### src/rtl/mul_app_pkg.sv
// Shared constants, the shift-field width helper and the stage payload types
// for the pipelined log-style approximate multiplier.
package mul_app_pkg;

  localparam int DEF_DATA_W = 16;
  localparam int DEF_K      = 6;
  localparam int DEF_TAG_W  = 4;

  // Wide enough for the sum of both operand shifts, 0 .. 2*(data_w-k).
  function automatic int sh_width(input int data_w, input int k);
    return $clog2(2 * (data_w - k) + 1);
  endfunction

  localparam int SH_W = sh_width(DEF_DATA_W, DEF_K);

  // op_a/op_b hold the full magnitude in exact mode, the K-bit mantissa otherwise.
  typedef struct packed {
    logic                  valid;
    logic                  neg;
    logic                  exact;
    logic [DEF_DATA_W-1:0] op_a;
    logic [DEF_DATA_W-1:0] op_b;
    logic [SH_W-1:0]       sh_a;
    logic [SH_W-1:0]       sh_b;
    logic [DEF_TAG_W-1:0]  tag;
  } s1_payload_t;

  typedef struct packed {
    logic                    valid;
    logic                    neg;
    logic [2*DEF_DATA_W-1:0] prod;
    logic [SH_W-1:0]         shift;
    logic [DEF_TAG_W-1:0]    tag;
  } s2_payload_t;

endpackage

### src/rtl/mul_app_lead_enc.sv
// Leading-one encoder: truncates a magnitude to a K-bit mantissa whose LSB is
// forced to 1, and reports how far the mantissa must later be shifted back.
module mul_app_lead_enc
  import mul_app_pkg::*;
#(
  parameter int DATA_W = DEF_DATA_W,
  parameter int K      = DEF_K
) (
  input  logic [DATA_W-1:0]                mag,
  output logic [K-1:0]                     m,
  output logic [sh_width(DATA_W, K)-1:0]   sh
);

  localparam int SHW = sh_width(DATA_W, K);
  localparam int PW  = $clog2(DATA_W);

  logic [PW-1:0] p;
  logic [K-1:0]  cand [DATA_W];

  // One candidate mantissa per possible leading-one position.
  genvar gi;
  generate
    for (gi = 0; gi < DATA_W; gi++) begin : g_cand
      if (gi >= K) begin : g_trunc
        assign cand[gi] = {mag[gi -: K-1], 1'b1};
      end else begin : g_keep
        assign cand[gi] = mag[K-1:0];
      end
    end
  endgenerate

  always_comb begin
    p = '0;
    for (int i = 0; i < DATA_W; i++) begin
      if (mag[i]) p = PW'(i);
    end
    m  = cand[p];
    sh = '0;
    if (int'(p) >= K) sh = SHW'(int'(p) - K + 1);
  end

endmodule

### src/rtl/mul_app_pipe.sv
// Three-stage valid/ready approximate/exact multiplier: encode, multiply,
// shift+sign. All stages advance together on en and hold together on stall.
module mul_app_pipe
  import mul_app_pkg::*;
#(
  parameter int DATA_W = DEF_DATA_W,
  parameter int K      = DEF_K,
  parameter int TAG_W  = DEF_TAG_W
) (
  input  logic                clk,
  input  logic                rst,
  input  logic                in_valid,
  output logic                in_ready,
  input  logic [DATA_W-1:0]   in_a,
  input  logic [DATA_W-1:0]   in_b,
  input  logic                in_signed,
  input  logic                in_exact,
  input  logic [TAG_W-1:0]    in_tag,
  output logic                out_valid,
  input  logic                out_ready,
  output logic [2*DATA_W-1:0] out_p,
  output logic [TAG_W-1:0]    out_tag
);

  localparam int PW   = 2 * DATA_W;
  localparam int LSHW = sh_width(DATA_W, K);

  // Stage payloads are sized by the package defaults; narrower builds fit inside.
  generate
    if (DATA_W > DEF_DATA_W || TAG_W > DEF_TAG_W || LSHW > SH_W ||
        K < 3 || K > DATA_W - 1) begin : g_param_check
      $error("mul_app_pipe: parameters outside the supported range");
    end
  endgenerate

  logic                     en;
  logic [1:0][DATA_W-1:0]   opnd;
  logic [1:0]               sgn;
  logic [1:0][DATA_W-1:0]   mag;
  logic [1:0][K-1:0]        mant;
  logic [1:0][LSHW-1:0]     sh;

  s1_payload_t              s1_reg, s1_next;
  s2_payload_t              s2_reg, s2_next;
  logic [PW-1:0]            mul_a, mul_b, shifted;
  logic                     out_valid_reg;
  logic [PW-1:0]            out_p_reg, out_p_next;
  logic [TAG_W-1:0]         out_tag_reg, out_tag_next;

  assign en       = !out_valid_reg || out_ready;
  assign in_ready = en;

  assign opnd[0] = in_a;
  assign opnd[1] = in_b;

  // Sign-magnitude front end; the most negative value maps to 2^(DATA_W-1).
  genvar gi;
  generate
    for (gi = 0; gi < 2; gi++) begin : g_opnd
      assign sgn[gi] = in_signed & opnd[gi][DATA_W-1];
      assign mag[gi] = sgn[gi] ? -opnd[gi] : opnd[gi];

      mul_app_lead_enc #(
        .DATA_W (DATA_W),
        .K      (K)
      ) u_enc (
        .mag (mag[gi]),
        .m   (mant[gi]),
        .sh  (sh[gi])
      );
    end
  endgenerate

  always_comb begin
    s1_next       = '0;
    s1_next.valid = in_valid;
    s1_next.neg   = sgn[0] ^ sgn[1];
    s1_next.exact = in_exact;
    s1_next.op_a  = in_exact ? DEF_DATA_W'(mag[0]) : DEF_DATA_W'(mant[0]);
    s1_next.op_b  = in_exact ? DEF_DATA_W'(mag[1]) : DEF_DATA_W'(mant[1]);
    s1_next.sh_a  = SH_W'(sh[0]);
    s1_next.sh_b  = SH_W'(sh[1]);
    s1_next.tag   = DEF_TAG_W'(in_tag);
  end

  // One multiplier serves both modes: mantissas are simply narrow magnitudes.
  always_comb begin
    mul_a         = PW'(s1_reg.op_a[DATA_W-1:0]);
    mul_b         = PW'(s1_reg.op_b[DATA_W-1:0]);
    s2_next       = '0;
    s2_next.valid = s1_reg.valid;
    s2_next.neg   = s1_reg.neg;
    s2_next.prod  = (2*DEF_DATA_W)'(mul_a * mul_b);
    s2_next.shift = s1_reg.exact ? '0 : s1_reg.sh_a + s1_reg.sh_b;
    s2_next.tag   = s1_reg.tag;
  end

  // A zero product stays zero after negation, so no -0 can appear.
  always_comb begin
    shifted      = s2_reg.prod[PW-1:0] << s2_reg.shift;
    out_p_next   = '0;
    out_tag_next = '0;
    if (s2_reg.valid) begin
      out_p_next   = s2_reg.neg ? -shifted : shifted;
      out_tag_next = s2_reg.tag[TAG_W-1:0];
    end
  end

  always_ff @(posedge clk) begin
    if (rst) begin
      s1_reg        <= '0;
      s2_reg        <= '0;
      out_valid_reg <= 1'b0;
      out_p_reg     <= '0;
      out_tag_reg   <= '0;
    end else if (en) begin
      s1_reg        <= s1_next;
      s2_reg        <= s2_next;
      out_valid_reg <= s2_reg.valid;
      out_p_reg     <= out_p_next;
      out_tag_reg   <= out_tag_next;
    end
  end

  assign out_valid = out_valid_reg;
  assign out_p     = out_p_reg;
  assign out_tag   = out_tag_reg;

endmodule

### config.mk
export PLATFORM = sky130hd
export DESIGN_NAME = mul_app_pipe
export DESIGN_NICKNAME = d
export VERILOG_FILES = /design/src/rtl/mul_app_pkg.sv /design/src/rtl/mul_app_lead_enc.sv /design/src/rtl/mul_app_pipe.sv
export SDC_FILE = /design/constraint.sdc
export NUM_CORES = 1
export LEC_CHECK = 0
export CORE_MARGIN = 2
export CORE_UTILIZATION = 45
export CTS_CLUSTER_DIAMETER = 40
export DETAILED_ROUTE_END_ITERATION = 8
export SETUP_SLACK_MARGIN = 0.05
export SYNTH_ARGS = -nofsm -noshare
export SYNTH_HDL_FRONTEND = slang
export SYNTH_SLANG_ARGS = --single-unit
### constraint.sdc
create_clock -name clk -period 7.1 [get_ports clk]
set_input_delay 1.42 -clock clk [delete_from_list [all_inputs] [get_ports clk]]
set_output_delay 1.42 -clock clk [all_outputs]
set_load 0.02 [all_outputs]
### Yosys cells after proc, flatten, opt, wreduce, memory -nomap -nowiden

Cells that the tools add are included.

| cells by class | value |
|---|---|
| $add $sub $neg | 8 |
| $lt $le $gt $ge | 4 |
| multipliers | 1 |
| bitwise logic cells | 5 |
| shift-type cells | 1 |
| muxes and demuxes | 46 |
| reduce and logical (&&, ||, !) cells | 2 |

Operators by type and width:

| kind | number |
|---|---|
| $mux 4 | 17 |
| $mux 16 | 4 |
| $mux 32 | 2 |
| $bmux 6 s4 | 2 |
| $mul 16x16->32 | 1 |
| $neg 16->16 | 2 |
| $neg 32->32 | 1 |
| $shl 32x5->32 | 1 |
| $mux 3 | 8 |
| $mux 6 | 4 |
| $mux 5 | 3 |
| $add 5x2->5 const B | 2 |
| $ge 5x5->1 const B | 2 |
| $not 4->5 | 2 |
| $sub 4x3->5 const B | 2 |
| $ge 4x3->1 const B | 2 |
| $mux 2 | 4 |
| $add 5x5->5 | 1 |
| $and 1x1->1 | 2 |
| $mux 1 | 2 |
| $logic_not 1->1 | 1 |
| $logic_or 1x1->1 | 1 |
| $xor 1x1->1 | 1 |

| storage, ports and cells | value |
|---|---|
| register bits | 129 |
| logic and storage cells | 83 |
| input port bits | 42 |
| output and inout bits | 38 |

### Depth between registers and ports, before layout

| depth | value |
|---|---|
| depth in word-level cells | 22 |
| depth in mapped cells | 25 |
| gate-level depth less buffers | 22 |

### By module

A second synthesis with hierarchy kept.

| second synthesis, totals | value |
|---|---|
| cells, all modules | 2123 |
| area, all modules | 17698.2 sq um |

By module, submodules not included:

| module | area each (sq um) | cells an instance | seq. area each (sq um) | times used |
|---|---|---|---|---|
| mul_app_pipe | 16276.9 | 1905 | 2582.5 | 1 |
| mul_app_lead_enc | 710.7 | 109 | 0.0 | 2 |

### Worst setup path before layout

OpenSTA, ideal clock, no wires.

| path | value |
|---|---|
| kind | reg2reg |
| start | register s1_reg (netlist bit mul_b[1]) |
| end | register s2_reg[38] (netlist bit) |
| period minus slack after synthesis | 6.015 ns |
| setup slack | 1.085 ns |
| setup time | 0.117 ns |
| cell stages (with the launch flop) | 22 |
| path buffers | 1 |
| arrival time | 5.897 ns |
| required time | 6.983 ns |
| cells stage by stage | dfxtp_1 clkbuf_1 nand2_1 fa_1 fa_1 fa_1 inv_1 fa_1 fa_1 inv_1 fa_1 inv_1 ha_1 a21oi_1 o21bai_1 a211oi_1 o21ai_0 a31oi_1 nor2_1 o31a_1 or3_1 a32o_1 |

| between the ends | value |
|---|---|
| word-level cells in the longest chain between the ends | 1 |

RTL lines:

| what | line | source |
|---|---|---|
| start, declared | mul_app_pipe.sv:43 | `s1_payload_t s1_reg, s1_next;` |
| start signal, assigned | mul_app_pipe.sv:117 | `s1_reg <= s1_next;` |
| $mul 16x16->32 | mul_app_pipe.sv:93 | `s2_next.prod = (2*DEF_DATA_W)'(mul_a * mul_b);` |
| end signal, assigned | mul_app_pipe.sv:118 | `s2_reg <= s2_next;` |
| end, declared | mul_app_pipe.sv:44 | `s2_payload_t s2_reg, s2_next;` |

Every way passes these cells.
A chain may end at the register's enable or synchronous reset.

### Worst setup path after layout

| path | value |
|---|---|
| start | register s1_reg (netlist bit mul_b[2]) |
| end | register s2_reg[38] (netlist bit) |

The elaborated chain is that of the path after synthesis.

==> qor.yml <==
status:
  status: "finished, final reports clean"
synth:
  ys_seq_elements: 129
  ys.flop_type: "dfxtp_1"
  syn-num-nets: 2492
  synth_cell_types: 94
  synth.avg_cell_area_um2: 8.44
  yosys_warnings: 0
  ys_seq_area_share_pct: 14.3
  syn_inst: 2140
  async_reset_ff_share_pct: 0
  synth_area_um2: 18100
  synth-edff-count: 0
die:
  io_pins: 80
  std_cell_rows: 73
  dieArea_um2: 41800
  start_util_pct: 45.6
  core_um2: 39600
  die_h_um: 204
  fp.dieW_um: 204
finish:
  layout-drive-gt1-share_pct: 6.82
  diodes: 0
  syn_to_final_growth_pct: 10.4
  largest_register_ffs: 43
  fin_cells: 2696
  fin_nets: 2510
cts:
  clock_latency_ns: 0.44
  ctsHtreeMaxLevel: 4
  ctsHoldBuffers: 0
  clk_path_buf_depth: 2
  clk_pin_slew_ns: 0.06
  post_cts_buffers: 0
  cts_buffers: 17
  cts-root-buf: "clkbuf_16"
  cts_tree: "done"
  clock-sinks: 129
  postCtsResizedCells: 0
route:
  drt-wirelength-per-cell_um: 19.0
  vias_per_cell: 5.74
  final_antenna_net_count: 0
  drc: 0
  vias: 15500
  drt-total-wl_um: 51100
  drt-pass1-iter-count: 6
  drt_iter0_drc: 1158
grt:
  grt_usage_pct: 25.1
  grt_pass1_vias: 15400
  grt_pass1_wl_um: 82700
  met3_usage_pct: 2.87
  grt-ovfl-total: 0
  use_met2_pct: 41.7
  grt_busiest_layer: "met2"
  antenna_found_initial: 1
  met1_usage_pct: 34.8
  grt_max_degree: 90
worst_hold_path:
  hold_depth: 2
  worstHoldEndpoint: "out_p[31]"
  hp-start: "out_p[31]"
  hold_path_class: "reg -> reg"
timing:
  tightestPinTransition_ns: 1.11
  fin_tns_setup_ns: 0
  drv_slew: 0
  relSlewSlack_pct: 25.8
  fin_crit_ns: 6.73
  max_freq_mhz: 148
  hold_viol_final: 0
  rsz0062_at_grt: "false"
  skew_ns: 0.0124
  setup-violations-final: 0
  fin_crit_sh_pct: 94.8
worst_setup_path:
  r2r_cells: 20
  path_class: "reg -> reg"
  reg2reg_from: "mul_b[2]"
  critPathMaxFanout: 17
  startpoint_type: "flop"
  worstPathArrival_ns: 7.06
  rrSetupSlack_ns: 0.37
  critical_path.cell_chain: "nand2_1 -> fa_1 -> fa_1 -> fa_1 -> inv_1 -> fa_1 -> fa_1 -> inv_1 -> fa_1 -> inv_1 -> ha_1 -> a21oi_1 -> o21bai_1 -> a211oi_1 -> o21ai_0 -> a31oi_1 -> nor2_1 -> o31a_1 -> or3_1 -> a32o_1"
  cpMostUsedCell: "fa_1"
  cp.required_ns: 7.42
  crit_slowest_cell: "dfxtp_1"
  end_kind: "flop"
  cpPeakStageDelay_ns: 0.75
  reg2reg_to: "s2_reg[38]"
power_and_ir_drop:
  power.density_nw_per_um2: 169
  p_leak_uw: 0.00897
  ir_drop_mv: 0.163
placed_design:
  post-place-cells: 2664
  gp_congestion: 0.912
  dp_hpwl_um: 40200
  numPortBuffers: 79
flow_run:
  cap_violations: 0
[placed cells by master (no fill, tap or decap), drive strengths merged, types with 7 or more instances in the layout]
cell type        n
or3             14
nor3            27
a21oi           95
o21a             8
or4              7
nor2           129
nor2b            9
nand3b           7
o21ai           69
buf             42
fa             195
mux2i           45
a21boi           7
xnor2           50
and3             9
clkbuf          18
nand3           21
and2           142
a22oi           39
mux4            40
o31ai           16
o21bai           7
xor2            33
mux2            13
nand4           11
a211oi          21
a21o            14
clkdlybuf4s50   78
a311oi           8
inv            277
dfxtp          129
a31oi           10
ha             115
nand2b          12
a22o             9
nor4            10
nand2          310
o211ai          19
[worst max path at each step]
stage                       to      start  cells after the start
floorplan           s2_reg[38]   mul_b[1]                     21
global placement    s2_reg[38]   mul_b[3]                     20
detailed placement  s2_reg[38]  mul_a[10]                     20
CTS                 s2_reg[38]  mul_a[10]                     20
global route        s2_reg[38]   mul_b[2]                     20
finish              s2_reg[38]   mul_b[2]                     20
[cells in the mapped netlist (39+ instances only)]
cell | count | share of area, %
mux2i_1 | 44 | 2.4
clkbuf_1 | 96 | 2.0
dfxtp_1 | 129 | 14
fa_1 | 195 | 22
o21ai_0 | 62 | 1.7
ha_1 | 115 | 8.0
a22oi_1 | 39 | 1.6
and2_1 | 141 | 4.9
a21oi_1 | 95 | 2.6
inv_1 | 269 | 5.6
nand2_1 | 310 | 6.4
xnor2_1 | 49 | 2.4
nor2_1 | 129 | 2.7
[critical path: cells and delay by family (launching register included)]
family | cells | cell delay (ns)
simple gates | 3 | 0.63
buf+inv | 3 | 0.14
fa+ha+maj | 7 | 3.35
flops | 1 | 0.75
compound gates | 7 | 1.75
[final cells by class]
type,instances,area (um2)
clock buffers,18,439
repair buffers,120,1100
flip-flops and latches,129,2580
clock inverters,14,201
well taps,525,657
inverters,272,1020
fillers,3803,19700
multi-input cells,1618,13900
[report_power, final]
part | switching [uW] | internal (uW)
registers | 141 | 787
clock network | 367 | 603
logic | 852 | 629
[logic make-up (layout without fill, tap and decap cells)]
kind of cell / after synthesis / count (layout) / share of synthesized area [%]
xor gates and xnor gates: 83 / 83 / 4.13
muxes: 98 / 98 / 8.72
and+or+nand+nor: 729 / 729 / 19.4
DFF: 129 / 129 / 14.3
buffers and inverters: 393 / 424 / 8.58
AOI/OAI and AO/OA: 398 / 398 / 15.3
adders and majority gates: 310 / 310 / 29.6
[metrics by stage]
stage               hold slack, ns  instance area, um2  setup slack [ns]  util, %  total power, uW
CTS                          0.454               19900             0.435     50.3             3380
detailed placement           0.442               19300             0.478     48.7             2400
global placement             0.437               19300             0.541     48.7             2390
finish                       0.448               19900             0.366     50.3             3380
global route                 0.467               19900            0.0680     50.3             3600
floorplan                    0.432               18100              1.09        -             1980
[metal layers]
layer	routed length, um	part of all wire, %
met4	1050	2.0
met1	23600	46
met3	2490	4.9
met5	13	0.025
met2	24000	47
No activity file was read; power rests on OpenSTA's default activity.
